$ cat config.mk
export PLATFORM = sky130hd
export DESIGN_NAME = quiz_fluxo_dados
export DESIGN_NICKNAME = d
export VERILOG_FILES = /design/src/rtl/quiz_fluxo_dados.sv
export SDC_FILE = /design/constraint.sdc
export NUM_CORES = 1
export LEC_CHECK = 0
export CAP_MARGIN = 20
export CORE_MARGIN = 1.5
export CORE_UTILIZATION = 40
export CTS_CLUSTER_DIAMETER = 60
export CTS_CLUSTER_SIZE = 30
export DETAILED_ROUTE_END_ITERATION = 7
export GPL_TIMING_DRIVEN = 0
export PLACE_DENSITY = 0.72
export SYNTH_ARGS = -nofsm -noshare
export SYNTH_HDL_FRONTEND = slang
export SYNTH_SLANG_ARGS = --single-unit
$ cat constraint.sdc
create_clock -name clock -period 2.5 [get_ports clock]
set_input_delay 0.375 -clock clock [delete_from_list [all_inputs] [get_ports clock]]
set_output_delay 0.375 -clock clock [all_outputs]
set_load 0.01 [all_outputs]
$ cat src/rtl/quiz_fluxo_dados.sv
// Quiz game datapath: answer table, round/hit/index counters, answer registers
// and a button-press edge detector, all driven by strobes from an external FSM.
module quiz_fluxo_dados #(
  parameter int N_RODADAS = 10
) (
  input  logic       clock,
  input  logic       reset,
  input  logic [3:0] botoes,
  input  logic       zeraR,
  input  logic       zeraRod,
  input  logic       zeraA,
  input  logic       zeraM,
  input  logic       zeraI,
  input  logic       registraR,
  input  logic       registraM,
  input  logic       contaRod,
  input  logic       contaA,
  input  logic       contaI,
  output logic       jogada_feita,
  output logic       botaoIgualMemoria,
  output logic       rodadaIgualFinal,
  output logic [3:0] db_rodada,
  output logic [3:0] db_acertos,
  output logic [3:0] db_jogada,
  output logic [3:0] db_resposta,
  output logic [3:0] db_indice
);

  localparam logic [3:0] ULTIMA_RODADA = 4'(N_RODADAS - 1);

  logic [3:0] r_indice;
  logic [3:0] r_rodada;
  logic [3:0] r_acertos;
  logic [3:0] r_jogada;
  logic [3:0] r_resposta;
  logic       r_botaoAnt;
  logic       r_esperaSoltar;
  logic       r_jogadaFeita;

  logic [3:0] w_endereco;
  logic [3:0] w_saidaTabela;
  logic       w_algumBotao;

  assign w_algumBotao = |botoes;
  assign w_endereco   = r_indice + r_rodada;

  always_comb begin
    w_saidaTabela = 4'h0;
    case (w_endereco)
      4'd0:  w_saidaTabela = 4'h1;
      4'd1:  w_saidaTabela = 4'h2;
      4'd2:  w_saidaTabela = 4'h4;
      4'd3:  w_saidaTabela = 4'h8;
      4'd4:  w_saidaTabela = 4'h2;
      4'd5:  w_saidaTabela = 4'h8;
      4'd6:  w_saidaTabela = 4'h1;
      4'd7:  w_saidaTabela = 4'h4;
      4'd8:  w_saidaTabela = 4'h4;
      4'd9:  w_saidaTabela = 4'h1;
      4'd10: w_saidaTabela = 4'h8;
      4'd11: w_saidaTabela = 4'h2;
      4'd12: w_saidaTabela = 4'h8;
      4'd13: w_saidaTabela = 4'h4;
      4'd14: w_saidaTabela = 4'h2;
      4'd15: w_saidaTabela = 4'h1;
      default: w_saidaTabela = 4'h0;
    endcase
  end

  always_ff @(posedge clock) begin
    if (!reset) begin
      r_indice <= 4'd0;
    end else if (zeraI) begin
      r_indice <= 4'd0;
    end else if (contaI) begin
      r_indice <= r_indice + 4'd1;
    end
  end

  always_ff @(posedge clock) begin
    if (!reset) begin
      r_rodada <= 4'd0;
    end else if (zeraRod) begin
      r_rodada <= 4'd0;
    end else if (contaRod) begin
      r_rodada <= (r_rodada == ULTIMA_RODADA) ? 4'd0 : r_rodada + 4'd1;
    end
  end

  always_ff @(posedge clock) begin
    if (!reset) begin
      r_acertos <= 4'd0;
    end else if (zeraA) begin
      r_acertos <= 4'd0;
    end else if (contaA && r_acertos != 4'hF) begin
      r_acertos <= r_acertos + 4'd1;
    end
  end

  always_ff @(posedge clock) begin
    if (!reset) begin
      r_jogada <= 4'd0;
    end else if (zeraR) begin
      r_jogada <= 4'd0;
    end else if (registraR) begin
      r_jogada <= botoes;
    end
  end

  always_ff @(posedge clock) begin
    if (!reset) begin
      r_resposta <= 4'd0;
    end else if (zeraM) begin
      r_resposta <= 4'd0;
    end else if (registraM) begin
      r_resposta <= w_saidaTabela;
    end
  end

  // r_esperaSoltar remembers a button held during reset so that no press is
  // reported until all buttons have been released at least once.
  always_ff @(posedge clock) begin
    if (!reset) begin
      r_botaoAnt     <= 1'b0;
      r_jogadaFeita  <= 1'b0;
      r_esperaSoltar <= w_algumBotao;
    end else begin
      r_botaoAnt     <= w_algumBotao;
      r_jogadaFeita  <= w_algumBotao & ~r_botaoAnt & ~r_esperaSoltar;
      r_esperaSoltar <= r_esperaSoltar & w_algumBotao;
    end
  end

  assign jogada_feita      = r_jogadaFeita;
  assign botaoIgualMemoria = (r_jogada == r_resposta) && (r_jogada != 4'd0);
  assign rodadaIgualFinal  = (r_rodada == ULTIMA_RODADA);
  assign db_rodada         = r_rodada;
  assign db_acertos        = r_acertos;
  assign db_jogada         = r_jogada;
  assign db_resposta       = r_resposta;
  assign db_indice         = r_indice;

endmodule

Word level (Yosys, flattened, before mapping):

Memories as Yosys holds them, arrays and structs flattened. A register that Yosys moved wholly into a read port is not among the register bits.
Index checks and enable logic that the tools add are counted.

* memory bits (read-only): 64
* word-level logic and storage cells: 32
* bits of input ports: 16
* bits in registers: 19
* memories kept: 1

* reductions and logical operators: 9
* eq/ne operators: 3
* bitwise operators: 6
* mux-type cells: 2
* add/sub/neg operators: 4

Memories
* (no name shown): words 16, width 4, rd ports 1, clocked after Yosys merged registers in 1, wr ports 0, RTL line 49 `case (w_endereco)`

Operators with widths (count)
* adder 4 x 1 -> 4 bit (second input constant): 3
* OR reduction 2 bit: 5
* adder 4 bit: 1
* equality test 4 bit: 1
* equality test 4 bit (second input constant): 1
* two-way mux 4 bit: 1
* inequality test 4 bit (second input constant): 1
* nonzero test 4 bit: 1
* OR reduction 4 bit: 1
* bitwise AND 1 bit: 3
* NOT 1 bit: 3
* logical AND 1 bit: 2
* two-way mux 1 bit: 1

Longest topological paths before layout:

* depth in word-level cells: 3
* depth in mapped cells: 7
* gate-level depth less buffers: 7

Worst setup path before layout:

No wires, ideal clock.

* kind: register -> register
* from: reg r_rodada[0] (netlist: db_rodada[0])
* to: reg r_resposta[2] (netlist: db_resposta[2])
* arrival: 2015 ps
* setup time: 70 ps
* setup slack: 415 ps
* buffers on the path: 0
* cell stages (with the launch flop): 8
* required time: 2430 ps
* path through: dfxtp_1 -> ha_1 -> inv_1 -> fa_1 -> xor3_1 -> and3_1 -> or3_1 -> a21oi_1

* word-level cells in the longest chain between the ends: 1

Ends and longest elaborated chain
* from (decl): RTL line 32 `logic [3:0] r_rodada;`
* from (signal assigned): RTL line 86 `r_rodada <= (r_rodada == ULTIMA_RODADA) ? 4'd0 : r_rodada + 4'd1;`
* adder 4 bit: RTL line 45 `assign w_endereco = r_indice + r_rodada;`
* to (decl): RTL line 35 `logic [3:0] r_resposta;`

Every way passes these cells.
A chain may end at the register's enable or synchronous reset.

Worst setup path after layout:

* from: reg r_indice[0] (netlist: db_indice[0])
* to: reg r_resposta[2] (netlist: db_resposta[2])

* word-level cells in the longest chain between the ends: 1

Ends and longest elaborated chain
* from (decl): RTL line 31 `logic [3:0] r_indice;`
* from (signal assigned): RTL line 76 `r_indice <= r_indice + 4'd1;`
* adder 4 bit: RTL line 45

Every way passes these cells.

==> metrics.cfg <==
[outcome]
status = finished clean

[placement]
gp_congestion = 0.792
dp_hpwl_um = 1970
portBuffers = 37
pre_cts_slack_ns = 0.338

[synthesis]
synthMuxAreaShare = 0.0448
synthCells = 121
yosysUniqueCellTypes = 23
ys_warn_count = 0
synthXorXnorAreaFrac = 0.152
ys_seq_elements = 23
synth_top_family_by_area = simple AND/OR/NAND/NOR gates
syn-mean-instance-area_sq_um = 9.23
synth_area_sq_um = 1120
synth_compound_area_frac = 0.0896
synthSimpleGateAreaFrac = 0.211
yosys.area_share.adder = 0.0739
ys_seq_area_frac = 0.412
synth_fp_nets = 143

[final_layout]
layout-drive-gt1-share = 0.0247
syn2layout_area_growth_pct = 39.0
fillers = 238
antennaDiodeCount = 0
nets = 185
multiInputGateArea_sq_um = 638
register_area_sq_um = 460
utilization = 0.605

[drt]
wl_per_cell_um = 13.2
routed_via_density = 5.20
dr.pass1.iters = 4
drcViolationCount = 0
ant_nets = 0
vias = 998
first_iter_violations = 22
postRouteWirelength_um = 2530

[floorplanning]
dieWidth_um = 55.9
chipHeight_um = 55.9
initial_core_util = 0.435
fp-row-count = 18
die_area_sq_um = 3120
ios = 39
core_area_sq_um = 2570

[worst_setup_path]
path_max_fanout = 5
worst-setup-path-type = register to register
critPathCaptureType = register
critical_path_arrival_ns = 2.48
crit_required_ns = 2.77
cp-start-kind = register

[sta]
maxSlewHeadroom = 0.680
setup_viol = 0
period_share = 0.886
finalHoldViolCount = 0
setup_ws_ns = 0.285
worst_pin_slew_ns = 0.475
fmax_mhz = 451
rsz0062_at_grt = no
fin_crit_ns = 2.22
fin_tns_setup_ns = 0
fin_skew_ns = 0.00977
report.final.slew_viol_count = 0

[global_routing]
grt_usage = 0.174
antenna_found_initial = 0
grt_overflow = 0
grt_pass1_wl_um = 4360
grt_pass1_vias = 993
grt_max_degree = 14

[cts]
clk_pin_slew_ns = 0.13
clk_latency_ns = 0.32
cts-root-buf = clkbuf_4
cts_sinks = 23
hold_buffers = 0
cts_buffers = 3
htreeDepth = 1
cts_setup_buffers = 0
ctsResizeCount = 0
cts_tree = yes
clockBufferDepth = 2

[pwr]
p_leak_uw = 0.000623
ir_worst_vdd_mv = 0.351
p_per_area_nw_per_um2 = 428

[run]
maxCapViolations = 0

[worst_hold_path]
hold_class = register to register

cell usage after synthesis, drive strengths merged:
cell     n  share of area
fa       1          0.018
dfxtp   23           0.41
nand4    1         0.0056
ha       5          0.056
or3      2          0.011
nor4b    1         0.0078
nor3     3          0.013
nor3b    1         0.0067
a21oi   12          0.054
xnor2    4          0.031
inv      4          0.013
nand3    6          0.027
mux2i    5          0.045
xor2    10          0.078
clkbuf   1         0.0034
nand2b   4          0.022
nor2    14          0.047
o21ai    8          0.036
and3     4          0.022
nand2    4          0.013
xor3     2          0.043
nor4     2          0.011
nor2b    4          0.022
worst paths after layout:
kind | startpoint | endpoint | slack, ns | cells past startpoint
max | db_indice[0] | db_resposta[2] | 0.28 | 7
min | r_botaoAnt | jogada_feita | 0.40 | 1
max reg2reg | db_indice[0] | db_resposta[2] | 0.28 | 7
min reg2reg | r_botaoAnt | jogada_feita | 0.40 | 1
final cells by class:
type | count | area share
Clock inverter | 1 | 0.00322
Inverter | 4 | 0.00967
Buffer | 1 | 0.00242
Sequential cell | 23 | 0.297
Tap cell | 30 | 0.0242
Multi-Input combinational cell | 93 | 0.411
Clock buffer | 3 | 0.0145
Timing Repair Buffer | 37 | 0.239
worst max-delay path: stages, from the launching register on:
cell,delay (ns)
dfxtp_1,0.45
ha_1,0.21
inv_1,0.05
fa_1,0.53
xor3_1,0.25
and3_1,0.21
or3_1,0.31
a21oi_1,0.14
per-stage QoR:
step	total power, uW	cell area, sq um	hold WS (ns)	std cells
2_1_floorplan	440	1120	0.374	121
3_3_place_gp	492	1530	0.379	188
3_5_place_dp	496	1530	0.386	188
4_1_cts	671	1550	0.403	192
5_1_grt	698	1550	0.416	192
6_report	665	1550	0.399	192
cell families (layout without fill, tap and decap cells):
family,after synthesis,in the layout
and+or+nand+nor,46,46
buffers and inverters,5,46
xor gates and xnor gates,16,16
adders and majority gates,6,6
DFF,23,23
AOI/OAI and AO/OA,20,20
muxes,5,5
power by group:
group | total, uW | internal [uW] | switching, uW
clock network | 177 | 60.0 | 117
logic | 100 | 58.9 | 41.3
registers | 388 | 377 | 11.0
metal layers:
metal / vias to the layer above / wire length [um] / GRT usage
li1: 504 / - / -
met1: 466 / 1070 / 0.200
met2: 24 / 1310 / 0.313
met3: 4 / 130 / 0.0535
met4: 0 / 24 / 0.0442
met5: - / 0 / 0
state kept, by name, indices dropped and copies added (netlist names):
signal          count
db_acertos          4
db_indice           4
db_jogada           4
db_resposta         4
db_rodada           4
jogada_feita        1
r_botaoAnt          1
r_esperaSoltar      1
layout by cell type (no fill, tap or decap), types with 2 or more instances in the layout:
cell	count
clkdlybuf4s50_1	37
dfxtp_1	23
nor2_1	14
a21oi_1	12
xor2_1	10
o21ai_0	8
nand3_1	6
mux2i_1	5
ha_1	5
inv_1	4
nor2b_1	4
and3_1	4
nand2b_1	4
nand2_1	4
xnor2_1	4
nor3_1	3
clkbuf_4	3
nor4_1	2
xor3_1	2
or3_1	2
Note: power is estimated with default switching activity, not from simulation.
